--- src/rtl/frog_mem_if.sv ---
// FROG external bus bundle: CPU multiplexed address/store bus, host load port and status.
interface frog_mem_if #(
  parameter int ADDR_W = 7,
  parameter int DATA_W = 4
);
  logic [ADDR_W-1:0] cpu_addr;
  logic              cpu_wcyc;
  logic [DATA_W-1:0] cpu_rdata;
  logic              ld_valid;
  logic              ld_ready;
  logic [ADDR_W-1:0] ld_addr;
  logic [DATA_W-1:0] ld_data;
  logic              busy;
  logic [7:0]        wr_count;
  logic              oob;

  modport master (
    output cpu_addr, cpu_wcyc, ld_valid, ld_addr, ld_data,
    input  cpu_rdata, ld_ready, busy, wr_count, oob
  );

  modport slave (
    input  cpu_addr, cpu_wcyc, ld_valid, ld_addr, ld_data,
    output cpu_rdata, ld_ready, busy, wr_count, oob
  );
endinterface

--- src/rtl/frog_mem.sv ---
// Loadable program/data RAM responding on the FROG CPU external bus.
// Define FROG_MEM_CLEAR_EN to fill the array with FILL after every reset.
module frog_mem #(
  parameter int                ADDR_W   = 7,
  parameter int                DATA_W   = 4,
  parameter int                DEPTH    = 128,
  parameter int                READ_LAT = 0,
  parameter logic [DATA_W-1:0] FILL     = 4'h8
) (
  input logic       clk,
  input logic       rst_p,
  frog_mem_if.slave bus
);

  localparam int                IDX_W    = (DEPTH > 1) ? $clog2(DEPTH) : 1;
  localparam logic [ADDR_W:0]   DEPTH_C  = (ADDR_W + 1)'(DEPTH);
  localparam logic [IDX_W-1:0]  LAST_PTR = IDX_W'(DEPTH - 1);

  typedef enum logic [0:0] {
    S_CLEAR,
    S_RUN
  } state_e;

`ifdef FROG_MEM_CLEAR_EN
  localparam state_e RESET_STATE = S_CLEAR;
`else
  localparam state_e RESET_STATE = S_RUN;
`endif

  function automatic logic in_range(input logic [ADDR_W-1:0] a);
    return {1'b0, a} < DEPTH_C;
  endfunction

  logic [DATA_W-1:0] mem_q [DEPTH];

  state_e            state_q, state_d;
  logic [IDX_W-1:0]  ptr_q, ptr_d;
  logic [ADDR_W-1:0] addr_q;
  logic              wcyc_prev_q;
  logic [7:0]        wr_count_q;
  logic              oob_q;
  logic [DATA_W-1:0] rdata_q;

  logic              run;
  logic              busy_s;
  logic              clear_we;
  logic              ld_ready_s;
  logic              ld_fire;
  logic              cpu_rd;
  logic              cpu_wr;
  logic [DATA_W-1:0] rd_val;
  logic              mem_we;
  logic [IDX_W-1:0]  mem_waddr;
  logic [DATA_W-1:0] mem_wdata;

  // ---------------------------------------------------------------- FSM
  // NOTE: sequential state is assigned with <= so every register samples
  // pre-edge values, independent of process ordering.
  always_ff @(posedge clk) begin
    if (rst_p) begin
      state_q <= RESET_STATE;
      ptr_q   <= '0;
    end else begin
      state_q <= state_d;
      ptr_q   <= ptr_d;
    end
  end

  // NOTE: every always_comb output gets a default first, so no path can
  // leave it unassigned and infer a latch.
  always_comb begin
    state_d = state_q;
    ptr_d   = ptr_q;
    unique case (state_q)
      S_CLEAR: begin
        if (ptr_q == LAST_PTR) begin
          state_d = S_RUN;
          ptr_d   = '0;
        end else begin
          ptr_d = ptr_q + 1'b1;
        end
      end
      S_RUN:   state_d = S_RUN;
      default: state_d = RESET_STATE;
    endcase
  end

  always_comb begin
    busy_s     = 1'b0;
    clear_we   = 1'b0;
    ld_ready_s = 1'b0;
    unique case (state_q)
      S_CLEAR: begin
`ifdef FROG_MEM_CLEAR_EN
        busy_s   = 1'b1;
`endif
        clear_we = 1'b1;
      end
      S_RUN:   ld_ready_s = ~bus.cpu_wcyc;
      default: ;
    endcase
  end

  // ---------------------------------------------------------------- Datapath
  assign run     = (state_q == S_RUN);
  assign ld_fire = bus.ld_valid & ld_ready_s;
  assign cpu_rd  = run & ~bus.cpu_wcyc;
  assign cpu_wr  = run & bus.cpu_wcyc;

  // Write-first bypass: a load landing on the address being read wins.
  always_comb begin
    rd_val = FILL;
    if (in_range(bus.cpu_addr)) begin
      if (ld_fire && (bus.ld_addr == bus.cpu_addr)) rd_val = bus.ld_data;
      else                                          rd_val = mem_q[bus.cpu_addr[IDX_W-1:0]];
    end
  end

  // CPU stores and host loads never coincide: ld_ready is low while cpu_wcyc is high.
  always_comb begin
    mem_we    = 1'b0;
    mem_waddr = '0;
    mem_wdata = FILL;
    if (clear_we) begin
      mem_we    = 1'b1;
      mem_waddr = ptr_q;
    end else if (cpu_wr && in_range(addr_q)) begin
      mem_we    = 1'b1;
      mem_waddr = addr_q[IDX_W-1:0];
      mem_wdata = bus.cpu_addr[DATA_W-1:0];
    end else if (ld_fire && in_range(bus.ld_addr)) begin
      mem_we    = 1'b1;
      mem_waddr = bus.ld_addr[IDX_W-1:0];
      mem_wdata = bus.ld_data;
    end
  end

  // NOTE: the array has no reset so it maps onto RAM; clearing is done by
  // the CLEAR sweep when that feature is built in.
  always_ff @(posedge clk) begin
    if (mem_we && !rst_p) mem_q[mem_waddr] <= mem_wdata;
  end

  always_ff @(posedge clk) begin
    if (rst_p) begin
      addr_q      <= '0;
      wcyc_prev_q <= 1'b0;
      wr_count_q  <= '0;
      oob_q       <= 1'b0;
      rdata_q     <= FILL;
    end else begin
      wcyc_prev_q <= bus.cpu_wcyc;
      if (cpu_rd) begin
        addr_q  <= bus.cpu_addr;
        rdata_q <= rd_val;
      end else if (!run) begin
        rdata_q <= FILL;
      end
      if (cpu_wr && !wcyc_prev_q && (wr_count_q != 8'hFF)) wr_count_q <= wr_count_q + 8'd1;
      if ((cpu_rd  && !in_range(bus.cpu_addr)) ||
          (cpu_wr  && !in_range(addr_q))       ||
          (ld_fire && !in_range(bus.ld_addr)))
        oob_q <= 1'b1;
    end
  end

  // rdata_q doubles as the hold value for combinational reads during stores.
  assign bus.cpu_rdata = (READ_LAT == 0) ? (run ? (bus.cpu_wcyc ? rdata_q : rd_val) : FILL)
                                         : rdata_q;
  assign bus.ld_ready  = ld_ready_s;
  assign bus.busy      = busy_s;
  assign bus.wr_count  = wr_count_q;
  assign bus.oob       = oob_q;

endmodule
--- src/flat_wrapper.sv ---
// flat-port wrapper written by rule: the top's interface ports become plain ports
module frog_mem_flat 
#(
  parameter int                ADDR_W   = 7,
  parameter int                DATA_W   = 4,
  parameter int                DEPTH    = 128,
  parameter int                READ_LAT = 0,
  parameter logic [DATA_W-1:0] FILL     = 4'h8
)
  (clk, rst_p, bus_cpu_addr, bus_cpu_wcyc, bus_ld_valid, bus_ld_addr, bus_ld_data, bus_cpu_rdata, bus_ld_ready, bus_busy, bus_wr_count, bus_oob);
  frog_mem_if #(.ADDR_W(ADDR_W), .DATA_W(DATA_W)) bus_i ();
  input logic clk;
  input logic rst_p;
  input wire logic [$bits(bus_i.cpu_addr)-1:0] bus_cpu_addr;
  input wire logic [$bits(bus_i.cpu_wcyc)-1:0] bus_cpu_wcyc;
  input wire logic [$bits(bus_i.ld_valid)-1:0] bus_ld_valid;
  input wire logic [$bits(bus_i.ld_addr)-1:0] bus_ld_addr;
  input wire logic [$bits(bus_i.ld_data)-1:0] bus_ld_data;
  output wire logic [$bits(bus_i.cpu_rdata)-1:0] bus_cpu_rdata;
  output wire logic [$bits(bus_i.ld_ready)-1:0] bus_ld_ready;
  output wire logic [$bits(bus_i.busy)-1:0] bus_busy;
  output wire logic [$bits(bus_i.wr_count)-1:0] bus_wr_count;
  output wire logic [$bits(bus_i.oob)-1:0] bus_oob;
  assign bus_i.cpu_addr = bus_cpu_addr;
  assign bus_i.cpu_wcyc = bus_cpu_wcyc;
  assign bus_i.ld_valid = bus_ld_valid;
  assign bus_i.ld_addr = bus_ld_addr;
  assign bus_i.ld_data = bus_ld_data;
  assign bus_cpu_rdata = bus_i.cpu_rdata;
  assign bus_ld_ready = bus_i.ld_ready;
  assign bus_busy = bus_i.busy;
  assign bus_wr_count = bus_i.wr_count;
  assign bus_oob = bus_i.oob;
  frog_mem #(.ADDR_W(ADDR_W), .DATA_W(DATA_W), .DEPTH(DEPTH), .READ_LAT(READ_LAT), .FILL(FILL)) u_core (.clk(clk), .rst_p(rst_p), .bus(bus_i));
endmodule
--- config.mk ---
export PLATFORM = sky130hd
export DESIGN_NAME = frog_mem_flat
export DESIGN_NICKNAME = d
export VERILOG_FILES = /design/src/rtl/frog_mem_if.sv /design/src/rtl/frog_mem.sv /design/src/flat_wrapper.sv
export SDC_FILE = /design/constraint.sdc
export NUM_CORES = 1
export LEC_CHECK = 0
export ABC_AREA = 1
export CAP_MARGIN = 20
export CORE_ASPECT_RATIO = 0.7
export CORE_UTILIZATION = 62
export DETAILED_ROUTE_END_ITERATION = 10
export HOLD_SLACK_MARGIN = 0.12
export PLACE_DENSITY = 0.79
export SYNTH_ARGS = -nofsm -noshare
export SYNTH_HDL_FRONTEND = slang
export SYNTH_SLANG_ARGS = --single-unit
--- constraint.sdc ---
create_clock -name clk -period 18.36 [get_ports clk]
set_input_delay 3.672 -clock clk [delete_from_list [all_inputs] [get_ports clk]]
set_output_delay 3.672 -clock clk [all_outputs]
set_load 0.02 [all_outputs]
==> run_results.csv <==
group,metric,value,unit
final_layout,fillers,2484,
routing,vias_per_cell,6.18,
hold_path,min_to,"u_core.rdata_q[2]",
placement,dp_hpwl,31.6,mm
worst_setup_path,critPathCaptureType,"output port",
clock_tree,worstSkewPairLatency,580,ps
routing,drc,0,
worst_setup_path,reg2reg_to,"u_core.mem_q[38][1]",
sta,setup_slack,7120,ps
clock_tree,cts_tree,"yes",
synthesis,synthDistinctLibCells,38,
clock_tree,cts-hold-fix-buffers,0,
clock_tree,cts_root_buf,"clkbuf_16",
synthesis,ys_seq_area_share,69.8,%
power_and_ir_drop,power.density,101,mW/mm^2
floorplan,die_h,163,microns
clock_tree,clk_pin_slew,70,ps
routing,vias,16000,
synthesis,synth_seq_cells,540,
power_and_ir_drop,p_leak,8.80,nW
floorplan,die_w,231,microns
floorplan,core,0.0361,sq mm
job,cap_violations,0,
sta,finalClockSkew,21.7,ps
final_layout,num_antenna_cells,0,
hold_path,min_from,"u_core.rdata_q[2]",
power_and_ir_drop,clockPowerShare,38.6,%
final_layout,drive_gt1_share,5.46,%
hold_path,holdPathStages,2,
worst_setup_path,reg2reg_from,"u_core.run",
worst_setup_path,path_common_cell,"nand3_1",
sta,fmax,88.9,MHz
placement,post-place-ws,7080,ps
routing,wl_per_cell,21.6,microns
sta,maxSlewViolCount,0,
worst_setup_path,worstPathArrival,7570,ps
routing,drtAntennaViolNets,0,
global_routing,overflow,0,
final_layout,synthToLayoutAreaGrowth,8.84,%
global_routing,grt_max_degree,211,
power_and_ir_drop,p_int,1.95,mW
sta,relSlewSlack,24.6,%
sta,setup_viol,0,
clock_tree,cts_setup_buffers,0,
power_and_ir_drop,p_sw_share,22.8,%
clock_tree,ctsResizeCount,0,
floorplan,start_util,63.3,%
worst_setup_path,reg2reg_depth,12,
worst_setup_path,crit_fanout,146,
sta,tightest_slew,1130,ps
synthesis,avgSynthCellArea,10.9,sq um
global_routing,antenna_found_initial,0,
worst_setup_path,critPathKind,"input port to output port",
clock_tree,ctsHtreeMaxLevel,2,
clock_tree,ctsLongestPathBuffers,3,
worst_setup_path,rrSetupSlack,14710,ps
hold_path,hold_path_class,"flop to flop",
global_routing,grt_pass1_vias,15100,
synthesis,syn_inst,2095,
worst_setup_path,required,14690,ps
global_routing,grt_usage,30.4,%
final_layout,final_nets,2096,
clock_tree,cts_buffers,47,
floorplan,die_area,0.0376,sq mm
global_routing,grt_pass1_wl,86.2,mm
power_and_ir_drop,p_switching,574,uW
sta,tns,0,ps
sta,fin_crit_sh,61.2,%
sta,rsz0062_at_grt,"no",
floorplan,fp-row-count,58,
sta,fin_crit,11240,ps
placement,port_buffers,34,
synthesis,synth_area,0.0228,sq mm
power_and_ir_drop,vdd_drop_max,0.0000843,V
routing,dr.pass1.iters,7,
placement,routabilityCongestion,0.890,
synthesis,synth_warnings,0,
worst_setup_path,start_kind,"input port",
routing,drtIter0Drc,2333,
floorplan,ios,37,
routing,wl,56.0,mm
worst_setup_path,worstPathCellList,"buf_6 -> inv_6 -> buf_4 -> buf_16 -> nand2_1 -> nand3_1 -> nand3_1 -> nand3_1 -> nand3_1 -> o21ai_0 -> nand2_1 -> nand3_1 -> nand3_1 -> nand2_1 -> nand2_1 -> inv_1 -> clkdlybuf4s50_1",
power_and_ir_drop,p_seq_share,54.1,%
status,status,"finished clean",
clock_tree,clock_sinks,540,
worst_setup_path,cp_slowest_stage_delay,770,ps
sta,hold_violations,0,
worst_setup_path,cp_slowest_cell,"inv_6",
power_and_ir_drop,p_comb_share,7.3,%
## flip-flops by register name, summed over array words and instances, names as in the netlist
name                 count
u_core.rdata_q           4
u_core.run               1
u_core.addr_q            7
u_core.bus.wr_count      8
u_core.wcyc_prev_q       1
u_core.ptr_q             7
u_core.mem_q           512
## cells in the mapped netlist
library cell  number  area share (%)
nand2_1          653              11
edfxtp_1         512              67
nand3_1          463              10
nor2_1           161             2.6
buf_2             60             1.3
inv_1             42            0.69
o21ai_0           32            0.70
clkbuf_1          29            0.48
dfxtp_1           28             2.5
a21oi_1           22            0.48
buf_1             17            0.28
buf_4             11            0.36
buf_6             10            0.49
xor2_1            10            0.38
o22ai_1            6            0.16
nor3_1             5            0.11
inv_2              4           0.066
a31oi_1            2           0.055
clkinv_1           2           0.033
ha_1               2            0.11
inv_4              2           0.055
nand2_4            2           0.099
nand3_2            2           0.088
nor2_4             2           0.099
nor4_1             2           0.055
nor4_2             2            0.11
a211oi_1           1           0.033
a22o_1             1           0.038
a31oi_2            1           0.055
a31oi_4            1           0.093
a32o_1             1           0.044
conb_1             1           0.016
inv_6              1           0.038
nor2_2             1           0.027
nor3b_1            1           0.033
o21ai_1            1           0.022
o221a_2            1           0.049
o31ai_1            1           0.033
## worst max-delay path: cells and delay by family
kind | cells | cell delay, ps
AOI/OAI and AO/OA | 1 | 150
buffers and inverters | 6 | 2410
and+or+nand+nor | 10 | 1100
## per-stage QoR
stage / hold slack (ps) / cell area, sq um / cells / util (%) / power, mW
floorplan: 445 / 22800 / 2096 / - / 1.51
global placement: 467 / 23300 / 2500 / 64.6 / 1.56
detailed placement: 468 / 23300 / 2500 / 64.6 / 1.57
CTS: 477 / 24800 / 2583 / 68.7 / 2.52
global route: 500 / 24900 / 2586 / 68.9 / 2.58
finish: 483 / 24900 / 2586 / 68.9 / 2.52
## cells in the final DEF, fill, tap and decap left out, types with 2 or more instances in the layout
cell type / n
nand2_4: 2
buf_16: 2
bufinv_16: 4
buf_4: 17
nand2_1: 653
clkinv_1: 12
o22ai_1: 5
nor2_4: 2
xor2_1: 10
nor4_2: 2
inv_6: 2
o21ai_0: 30
o21ai_4: 2
nor4_1: 2
inv_1: 41
nor2_1: 161
clkinvlp_4: 3
conb_1: 2
inv_2: 4
nor3_1: 5
clkbuf_1: 5
clkbuf_16: 49
a31oi_1: 2
clkinv_2: 12
inv_4: 2
dfxtp_1: 28
a21oi_1: 21
clkdlybuf4s50_1: 31
ha_1: 2
nand3_1: 463
nand3_2: 2
edfxtp_1: 512
## kinds of logic (layout without fill, tap and decap cells)
| family | after synthesis | count (layout) | share of synthesized area (%) |
|---|---|---|---|
| buffers and inverters | 178 | 188 | 3.81 |
| other | 1 | 2 | 0.0164 |
| DFF | 540 | 540 | 69.8 |
| and+or+nand+nor | 1294 | 1294 | 24.1 |
| adders and majority gates | 2 | 2 | 0.110 |
| AOI/OAI and AO/OA | 70 | 70 | 1.77 |
| xor gates and xnor gates | 10 | 10 | 0.383 |
## metal layers
layer,GRT usage [%],share of wire [%],vias to the layer above
met5,0,0,-
met4,9.75,3.0,0
li1,-,-,7219
met2,43.6,43,1073
met1,45.4,40,7549
met3,8.04,14,149
## final cells by class
class	count	area (sq um)	share of cell area, %
clock inverter	29	240	0.966
clock buffer	54	1240	5.01
tap	480	601	2.42
multi-input combinational	1378	6090	24.5
inverter	51	206	0.831
timing repair buffer	54	544	2.19
sequential	540	15900	64.1
## worst max-delay path by stage
| stage | startpoint | to | cells past startpoint | slack [ps] |
|---|---|---|---|---|
| after CTS | bus_cpu_addr[0] | bus_cpu_rdata[3] | 16 | 6980 |
| after global placement | bus_cpu_addr[0] | bus_cpu_rdata[3] | 16 | 7110 |
| after detailed placement | bus_cpu_addr[0] | bus_cpu_rdata[3] | 16 | 7080 |
| final | bus_cpu_addr[0] | bus_cpu_rdata[3] | 17 | 7120 |
| after global routing | bus_cpu_addr[0] | bus_cpu_rdata[3] | 17 | 6860 |
| after floorplan | bus_cpu_addr[0] | u_core.mem_q[0][0] | 6 | 7940 |
## power groups by stage
stage               Sequential, mW  Clock, mW  Combinational, mW
floorplan                     1.40          0              0.114
global placement              1.39          0              0.172
detailed placement            1.39          0              0.176
CTS                           1.36      0.977              0.177
global route                  1.36       1.02              0.199
finish                        1.36      0.974              0.183
(Power assumes the default switching activity.)
